`config.mk`:
```
export PLATFORM = sky130hd
export DESIGN_NAME = cmd_dispatcher_flat
export DESIGN_NICKNAME = d
export VERILOG_FILES = /design/src/rtl/cmd_dispatcher_if.sv /design/src/rtl/cmd_dispatcher.sv /design/src/flat_wrapper.sv
export SDC_FILE = /design/constraint.sdc
export NUM_CORES = 1
export LEC_CHECK = 0
export BUFFER_PORTS_ARGS = -buffer_cell sky130_fd_sc_hd__buf_4
export CORE_MARGIN = 2
export CORE_UTILIZATION = 40
export CTS_CLUSTER_DIAMETER = 120
export CTS_CLUSTER_SIZE = 12
export DETAILED_ROUTE_END_ITERATION = 12
export SLEW_MARGIN = 20
export SYNTH_ARGS = -nofsm -noshare
export SYNTH_HDL_FRONTEND = slang
export SYNTH_SLANG_ARGS = --single-unit
```
`constraint.sdc`:
```
create_clock -name clk -period 4.5 [get_ports clk]
set_input_delay 1.125 -clock clk [delete_from_list [all_inputs] [get_ports clk]]
set_output_delay 1.125 -clock clk [all_outputs]
set_load 0.01 [all_outputs]
```
`src/rtl/cmd_dispatcher_if.sv`:
```
// Command dispatcher bus: UART rx byte in, per-channel activate/done, shared tx request, status out.
// Dispatcher takes the slave side; the surrounding system (UART, function blocks) takes the master side.
interface cmd_dispatcher_if #(
    parameter int NUM_CMDS  = 8,
    parameter int CMD_WIDTH = 8
);
    logic                 rx_ready;
    logic [CMD_WIDTH-1:0] rx_data;
    logic [NUM_CMDS-1:0]  activate;
    logic [NUM_CMDS-1:0]  done;
    logic                 tx_own;
    logic                 tx_start;
    logic [7:0]           tx_data;
    logic                 tx_active;
    logic                 tx_done;
    logic                 busy;
    logic [CMD_WIDTH-1:0] state_code;

    modport master (
        output rx_ready, rx_data, done, tx_active, tx_done,
        input  activate, tx_own, tx_start, tx_data, busy, state_code
    );

    modport slave (
        input  rx_ready, rx_data, done, tx_active, tx_done,
        output activate, tx_own, tx_start, tx_data, busy, state_code
    );
endinterface

```
`src/rtl/cmd_dispatcher.sv`:
```
// Decodes a UART command byte into a one-hot channel activate, then reports a status byte over the shared tx.
// rx->activate 1 cycle, done->tx_start 2 cycles; tx_start is held back while tx_active, rx bytes dropped while reporting.
module cmd_dispatcher #(
    parameter int                          NUM_CMDS       = 8,
    parameter int                          CMD_WIDTH      = 8,
    parameter logic [NUM_CMDS*CMD_WIDTH-1:0] CMD_TABLE    = {8'h11, 8'h21, 8'h22, 8'h71,
                                                             8'h72, 8'h00, 8'h00, 8'h00},
    parameter logic [CMD_WIDTH-1:0]        ABORT_CODE     = 8'h1B,
    parameter int                          TIMEOUT_CYCLES = 50_000_000,
    parameter logic [7:0]                  ACK_BYTE       = 8'h06,
    parameter logic [7:0]                  NAK_BYTE       = 8'h15,
    parameter logic [7:0]                  ABT_BYTE       = 8'h18,
    parameter logic [7:0]                  TMO_BYTE       = 8'h14
) (
    input  logic            clk,
    input  logic            reset,
    cmd_dispatcher_if.slave bus
);
    localparam logic [1:0] ST_IDLE        = 2'd0;
    localparam logic [1:0] ST_ACTIVE      = 2'd1;
    localparam logic [1:0] ST_REPORT_WAIT = 2'd2;
    localparam logic [1:0] ST_REPORT_TX   = 2'd3;

    localparam bit WDOG_EN = (TIMEOUT_CYCLES != 0);
    localparam int CNT_W   = WDOG_EN ? $clog2(TIMEOUT_CYCLES + 1) : 1;
    localparam logic [CNT_W-1:0] CNT_LAST = CNT_W'(WDOG_EN ? TIMEOUT_CYCLES - 1 : 0);

    logic [1:0]           state_q;
    logic [NUM_CMDS-1:0]  activate_q;
    logic [CMD_WIDTH-1:0] state_code_q;
    logic                 busy_q;
    logic                 tx_own_q;
    logic                 tx_start_q;
    logic [7:0]           tx_data_q;
    logic [7:0]           status_q;
    logic [CNT_W-1:0]     cnt_q;

    logic                 match_hit;
    logic [NUM_CMDS-1:0]  match_onehot;
    logic                 finish;
    logic [7:0]           finish_status;

    // Table entry 0 lives in the MSB slice; scanning downward lets the lowest index win on duplicates.
    always_comb begin
        match_hit    = 1'b0;
        match_onehot = '0;
        for (int i = NUM_CMDS - 1; i >= 0; i--) begin
            if (CMD_TABLE[(NUM_CMDS-1-i)*CMD_WIDTH +: CMD_WIDTH] != '0 &&
                CMD_TABLE[(NUM_CMDS-1-i)*CMD_WIDTH +: CMD_WIDTH] == bus.rx_data) begin
                match_hit       = 1'b1;
                match_onehot    = '0;
                match_onehot[i] = 1'b1;
            end
        end
    end

    // Termination priority while a channel runs: its own done, then watchdog, then abort byte.
    always_comb begin
        finish        = 1'b1;
        finish_status = ACK_BYTE;
        if (|(activate_q & bus.done)) begin
            finish_status = ACK_BYTE;
        end else if (WDOG_EN && cnt_q == CNT_LAST) begin
            finish_status = TMO_BYTE;
        end else if (bus.rx_ready && bus.rx_data == ABORT_CODE) begin
            finish_status = ABT_BYTE;
        end else begin
            finish = 1'b0;
        end
    end

    always_ff @(posedge clk or negedge reset) begin
        if (!reset) begin
            state_q      <= ST_IDLE;
            activate_q   <= '0;
            state_code_q <= '0;
            busy_q       <= 1'b0;
            tx_own_q     <= 1'b0;
            tx_start_q   <= 1'b0;
            tx_data_q    <= '0;
            status_q     <= '0;
            cnt_q        <= '0;
        end else begin
            tx_start_q <= 1'b0;
            case (state_q)
                ST_IDLE: begin
                    if (bus.rx_ready) begin
                        busy_q <= 1'b1;
                        if (match_hit) begin
                            activate_q   <= match_onehot;
                            state_code_q <= bus.rx_data;
                            cnt_q        <= '0;
                            state_q      <= ST_ACTIVE;
                        end else begin
                            status_q <= NAK_BYTE;
                            tx_own_q <= 1'b1;
                            state_q  <= ST_REPORT_WAIT;
                        end
                    end
                end
                ST_ACTIVE: begin
                    if (cnt_q != '1) begin
                        cnt_q <= cnt_q + CNT_W'(1);
                    end
                    if (finish) begin
                        activate_q   <= '0;
                        state_code_q <= '0;
                        status_q     <= finish_status;
                        tx_own_q     <= 1'b1;
                        state_q      <= ST_REPORT_WAIT;
                    end
                end
                ST_REPORT_WAIT: begin
                    if (!bus.tx_active) begin
                        tx_start_q <= 1'b1;
                        tx_data_q  <= status_q;
                        state_q    <= ST_REPORT_TX;
                    end
                end
                default: begin
                    if (bus.tx_done) begin
                        tx_own_q <= 1'b0;
                        busy_q   <= 1'b0;
                        state_q  <= ST_IDLE;
                    end
                end
            endcase
        end
    end

    assign bus.activate   = activate_q;
    assign bus.state_code = state_code_q;
    assign bus.busy       = busy_q;
    assign bus.tx_own     = tx_own_q;
    assign bus.tx_start   = tx_start_q;
    assign bus.tx_data    = tx_data_q;
endmodule

```
`src/flat_wrapper.sv`:
```
// flat-port wrapper written by rule: the top's interface ports become plain ports
module cmd_dispatcher_flat 
#(
    parameter int                          NUM_CMDS       = 8,
    parameter int                          CMD_WIDTH      = 8,
    parameter logic [NUM_CMDS*CMD_WIDTH-1:0] CMD_TABLE    = {8'h11, 8'h21, 8'h22, 8'h71,
                                                             8'h72, 8'h00, 8'h00, 8'h00},
    parameter logic [CMD_WIDTH-1:0]        ABORT_CODE     = 8'h1B,
    parameter int                          TIMEOUT_CYCLES = 50_000_000,
    parameter logic [7:0]                  ACK_BYTE       = 8'h06,
    parameter logic [7:0]                  NAK_BYTE       = 8'h15,
    parameter logic [7:0]                  ABT_BYTE       = 8'h18,
    parameter logic [7:0]                  TMO_BYTE       = 8'h14
)
  (clk, reset, bus_rx_ready, bus_rx_data, bus_done, bus_tx_active, bus_tx_done, bus_activate, bus_tx_own, bus_tx_start, bus_tx_data, bus_busy, bus_state_code);
  cmd_dispatcher_if #(.NUM_CMDS(NUM_CMDS), .CMD_WIDTH(CMD_WIDTH)) bus_i ();
  input  logic clk;
  input  logic reset;
  input wire logic [$bits(bus_i.rx_ready)-1:0] bus_rx_ready;
  input wire logic [$bits(bus_i.rx_data)-1:0] bus_rx_data;
  input wire logic [$bits(bus_i.done)-1:0] bus_done;
  input wire logic [$bits(bus_i.tx_active)-1:0] bus_tx_active;
  input wire logic [$bits(bus_i.tx_done)-1:0] bus_tx_done;
  output wire logic [$bits(bus_i.activate)-1:0] bus_activate;
  output wire logic [$bits(bus_i.tx_own)-1:0] bus_tx_own;
  output wire logic [$bits(bus_i.tx_start)-1:0] bus_tx_start;
  output wire logic [$bits(bus_i.tx_data)-1:0] bus_tx_data;
  output wire logic [$bits(bus_i.busy)-1:0] bus_busy;
  output wire logic [$bits(bus_i.state_code)-1:0] bus_state_code;
  assign bus_i.rx_ready = bus_rx_ready;
  assign bus_i.rx_data = bus_rx_data;
  assign bus_i.done = bus_done;
  assign bus_i.tx_active = bus_tx_active;
  assign bus_i.tx_done = bus_tx_done;
  assign bus_activate = bus_i.activate;
  assign bus_tx_own = bus_i.tx_own;
  assign bus_tx_start = bus_i.tx_start;
  assign bus_tx_data = bus_i.tx_data;
  assign bus_busy = bus_i.busy;
  assign bus_state_code = bus_i.state_code;
  cmd_dispatcher #(.NUM_CMDS(NUM_CMDS), .CMD_WIDTH(CMD_WIDTH), .CMD_TABLE(CMD_TABLE), .ABORT_CODE(ABORT_CODE), .TIMEOUT_CYCLES(TIMEOUT_CYCLES), .ACK_BYTE(ACK_BYTE), .NAK_BYTE(NAK_BYTE), .ABT_BYTE(ABT_BYTE), .TMO_BYTE(TMO_BYTE)) u_core (.clk(clk), .reset(reset), .bus(bus_i));
endmodule
```
After elaboration in Yosys (flattened, before gate mapping)
Index checks and enable logic that the tools add are counted.
{ "totals": {"register_bits": 63, "latch_bits": 0, "ramBits": 0, "mem_bits_ro": 0, "word_cells": 91, "mem_count": 0} }
{ "classes": {"n_addsub": 1, "mul": 0, "n_div": 0, "n_lt_le_gt_ge": 0, "n_eq_ne": 16, "shift": 0, "muxes": 46, "bitwise": 4, "n_reduce_logical": 15} }
{ "op_table": {"columns": ["operator", "n"], "rows": [
  ["$mux 8", 14],
  ["$mux 26", 3],
  ["$pmux 26 s2", 1],
  ["$pmux 8 s2", 3],
  ["$add 26x1->26 const B", 1],
  ["$eq 26x26->1 const B", 1],
  ["$ne 26x26->1 const B", 1],
  ["$eq 6x8->1 const A", 2],
  ["$eq 7x8->1 const A", 2],
  ["$reduce_and 4->1", 4],
  ["$mux 1", 15],
  ["$mux 2", 5],
  ["$mux 5", 2],
  ["$and 8x8->8", 1],
  ["$eq 5x8->1 const A", 1],
  ["$eq 8x5->1 const B", 1],
  ["$reduce_or 8->1", 1],
  ["$ne 2x1->1 const B", 3],
  ["$ne 2x2->1 const B", 3],
  ["$pmux 2 s3", 1],
  ["$reduce_and 5->1", 1],
  ["$reduce_bool 2->1", 2],
  ["$reduce_bool 4->1", 1],
  ["$not 1->1", 3],
  ["10 further kinds", 10]
]} }

Longest topological paths before layout
{ "depth": {"ltp_word": 9, "mapped_depth": 10, "mapped_depth_nobuf": 7} }

Worst setup path after synthesis
No wires, ideal clock.
{ "synth_timing": {"path_kind": "input to register", "start": "input port bus_rx_data[1]", "end": "register u_core.activate_q[0], in the netlist u_core.bus.activate[0]", "setup_time_ns": 0.119, "arrival_time_ns": 2.417, "path_slack_ns": 1.965, "stages": 7, "cell_sequence": "nor4b_4 -> o2111ai_2 -> a21boi_2 -> buf_6 -> o21ai_2 -> buf_6 -> a21bo_1"} }
{ "synth_via": {"elab_chain_len": 8, "elab_cells_between_ends": 25, "classes_between": "8 x eq/ne; 15 x mux; 2 x reduce/logical"} }
{ "synth_rtl": {"columns": ["item", "line", "rtl"], "rows": [
  ["start, declared", "flat_wrapper.sv:20", "input wire logic [$bits(bus_i.rx_data)-1:0] bus_rx_data;"],
  ["$eq 7x8->1", "cmd_dispatcher.sv:49", "CMD_TABLE[(NUM_CMDS-1-i)*CMD_WIDTH +: CMD_WIDTH] == bus.rx_data) begin"],
  ["$mux 1 or $mux 8 (tied branches) (4 in a row)", "cmd_dispatcher.sv:48", "if (CMD_TABLE[(NUM_CMDS-1-i)*CMD_WIDTH +: CMD_WIDTH] != '0 &&"],
  ["$mux 1 or $mux 8 (tied branches)", "cmd_dispatcher.sv:48, cmd_dispatcher.sv:89", null],
  ["$ne 2x1->1 (no source line) or $mux 8 (tied branches)", null, null],
  ["$reduce_and 4->1 (no source line) or $pmux 8 s2 (tied branches)", null, null],
  ["end signal, assigned", "cmd_dispatcher.sv:90", "activate_q <= match_onehot;"],
  ["end, declared", "cmd_dispatcher.sv:29", "logic [NUM_CMDS-1:0] activate_q;"]
]} }
Several ways; a longest one is shown, not always the timed one. The select of a mux whose other input is x is not followed.
A chain may end at the register's enable or synchronous reset.

Final worst setup path
{ "layout_timing": {"start": "input port bus_rx_data[0]", "end": "register u_core.cnt_q[7]"} }
{ "layout_via": {"elab_chain_len": 8, "elab_cells_between_ends": 12, "classes_between": "6 x eq/ne; 5 x mux; 1 x reduce/logical"} }
{ "layout_rtl": {"columns": ["item", "line", "rtl"], "rows": [
  ["$eq 7x8->1", "cmd_dispatcher.sv:49", null],
  ["$mux 1 (4 in a row)", "cmd_dispatcher.sv:48", null],
  ["$mux 1 *", "cmd_dispatcher.sv:48", null],
  ["$ne 2x1->1 (no source line) *", null, null],
  ["$reduce_and 4->1 (no source line) *", null, null],
  ["end signal, assigned", "cmd_dispatcher.sv:103", "cnt_q <= cnt_q + CNT_W'(1);"],
  ["end, declared", "cmd_dispatcher.sv:36", "logic [CNT_W-1:0] cnt_q;"]
]} }
Every way passes the cells marked *; elsewhere a longest branch is shown, timed or not.

==> qor.yml <==
critical_path:
  criticalPathCategory: "in2reg"
  crit_chain: "buf_4 > nor4b_2 > o2111ai_2 > a21boi_2 > o21ai_2 > a221o_1"
  critPathBufInv: 1
  crit_family: "compound AO/OA/AOI/OAI gates"
  r2r-start: "u_core.state_q[1]$_DFFE_PN0P_"
  endpoint_kind: "flip-flop"
  ff2ff_setup_slack_ns: 1.80
  cp-start-kind: "input pin"
  critPathMaxStageDelay_ns: 0.46
  cp.required_ns: 4.70
  slowest_stage: "nor4b_2"
  worstPathArrival_ns: 3.13
  reg2reg_to: "u_core.cnt_q[7]$_DFFE_PN0P_"
  r2r_cells: 8
  crit_fanout: 15
layout:
  layout-drive-gt1-share_pct: 18.2
  final_common_cell: "dfrtp_1"
  nets: 388
  diodes: 0
  fin_cells: 465
  final_cell_mix: "dfrtp_1 (54), buf_4 (42), nand2_1 (27), nand3_1 (22), o21ai_0 (17)"
  area_growth_pct: 13.0
cts:
  ctsResizeCount: 0
  post_cts_buffers: 0
  cts_root_buffer: "clkbuf_8"
  h-tree-depth: 2
  cts_buffers: 5
  ctsHoldBuffers: 0
  cts_tree: "done"
  cts_max_path_buffers: 2
  cts.sinks: 54
  clkLatencyLatePin_ns: 0.31
  cts.clk_slew.worst_paths_ns: 0.09
sta:
  fin_crit_sh_pct: 65.1
  hold_slack_ns: 0.492
  tightest_slew_ns: 0.715
  finalSetupTns_ns: 0
  rsz0062_at_grt: "no"
  hold_viol: 0
  setup_viol: 0
  finalMaxSlewViolations: 0
  fmax_mhz: 341
  min_period_ns: 2.93
  slew_headroom_pct: 52.3
  clock_skew_ns: 0.00996
placed_design:
  port_buffers: 38
  routabilityCongestion: 0.824
  placed_cells: 457
  dpl.hpwl_um: 4900
synth:
  ys_warn_count: 0
  ys_types: 59
  synth_edf_count: 0
  synth_ff_type: "dfrtp_1"
  syn_area_um2: 3150
  netlist_instances: 332
  synth-seq-cells: 54
  avgSynthCellArea_um2: 9.50
  yosysSeqAreaShare_pct: 42.9
  async_flop_share_pct: 100
run:
  maxCapViolCount: 0
die:
  dieArea_um2: 8610
  die_w_um: 92.8
  die_y_um: 92.8
  num_io_pins: 48
  start_util_pct: 41.0
  fp.coreArea_um2: 7690
  row_count: 32
route:
  drc: 0
  postRouteAntennaNets: 0
  vias: 2648
  routedWlPerCell_um: 15.1
  finalWirelength_um: 7040
  viasPerCell: 5.69
  firstDrtPassIters: 4
  drtIter0Drc: 81
global_route:
  grt-ovfl-total: 0
  antenna_found_initial: 0
  track_usage_pct: 17.4
  grt_max_degree: 55
  grt_pass1_vias: 2496
  grt_pass1_wl_um: 12100
power:
  p_leak_nw: 1.61
  vdd_drop_max_v: 0.000188
  power_density_nw_per_um2: 465
min_path:
  min_delay_path_depth: 2
  min_path_type: "reg2reg"
  min-delay-start: "u_core.bus.tx_data[0]$_DFFE_PN0P_"
  hold_end: "u_core.bus.tx_data[0]$_DFFE_PN0P_"
run_status:
  outcome: "finished clean"
-- sequential cells by signal, indices dropped and copies added (netlist names) --
| name | flops |
|---|---|
| u_core.status_q | 5 |
| u_core.bus.busy | 1 |
| u_core.bus.activate | 5 |
| u_core.bus.tx_data | 5 |
| u_core.cnt_q | 26 |
| u_core.bus.tx_start | 1 |
| u_core.state_q | 2 |
| u_core.bus.state_code | 8 |
| u_core.bus.tx_own | 1 |
-- synthesized netlist by cell type, drive strengths merged, types with 5 or more instances --
library cell	n	area share, %
nor2	12	1.4
nor4	12	2.8
nand2	27	3.2
buf	16	4.0
ha	5	2.0
nand3	22	3.5
nor3	11	1.7
a211o	7	1.9
clkbuf	8	1.0
a31oi	6	1.2
a21bo	7	2.2
dfrtp	54	43
nand4	12	2.4
and3	11	2.2
a21oi	8	1.3
nand2b	5	0.99
o21ai	23	3.9
mux2	6	2.1
o31ai	9	2.1
inv	13	1.5
and2	8	1.6
-- logic make-up after synthesis --
kind of cell	share of synthesized area [%]
simple gates	24.0
buf+inv	6.71
other cells	0.119
xor+xnor	0.278
mux	3.41
fa+ha+maj	1.98
compound gates	20.7
flops	42.9
-- area by class of cell --
class,instances,area [um2]
repair buffers,42,315
multi-input cells,245,1610
inverters,14,52.6
flip-flops and latches,54,1350
clock buffers,7,76.3
clock inverters,1,30.0
well taps,102,128
fillers,770,4130
-- power breakdown --
group	switching, mW	internal, mW
combinational	0.387	0.276
clock	0.153	0.167
sequential	0.0907	0.583
-- per-layer routing --
layer	GRT usage [%]	routed length [um]
met1	23.1	3380
met2	29.3	3280
met3	3.25	299
met4	4.41	82
met5	0	0
-- through the flow --
stage          area (um2)  worst slack (ns)  utilization (%)  power (mW)
4_1_cts              3560              1.55             46.3        1.69
2_1_floorplan        3170              1.96                -        1.18
3_3_place_gp         3460              1.27             45.0        1.35
6_report             3560              1.57             46.3        1.66
5_1_grt              3560              1.41             46.3        1.79
3_5_place_dp         3460              1.21             45.0        1.36
-- worst max path at each step --
stage                                               to  slack, ns  depth (start not counted)           start
finish                     u_core.cnt_q[7]$_DFFE_PN0P_       1.57                          6  bus_rx_data[0]
global route               u_core.cnt_q[7]$_DFFE_PN0P_       1.41                          6  bus_rx_data[0]
CTS                        u_core.cnt_q[7]$_DFFE_PN0P_       1.55                          6  bus_rx_data[0]
detailed placement         u_core.cnt_q[7]$_DFFE_PN0P_       1.21                          6  bus_rx_data[0]
global placement           u_core.cnt_q[7]$_DFFE_PN0P_       1.27                          6  bus_rx_data[1]
floorplan           u_core.bus.activate[0]$_DFFE_PN0P_       1.96                          7  bus_rx_data[1]
-- worst register-to-register path: cells and delay by family, from the launching register on --
family                     cells  cell delay [ns]
DFF                            1             0.42
AOI/OAI and AO/OA              4             1.41
adders and majority gates      1             0.19
buffers and inverters          3             0.57
No activity file was read; power rests on OpenSTA's default activity.
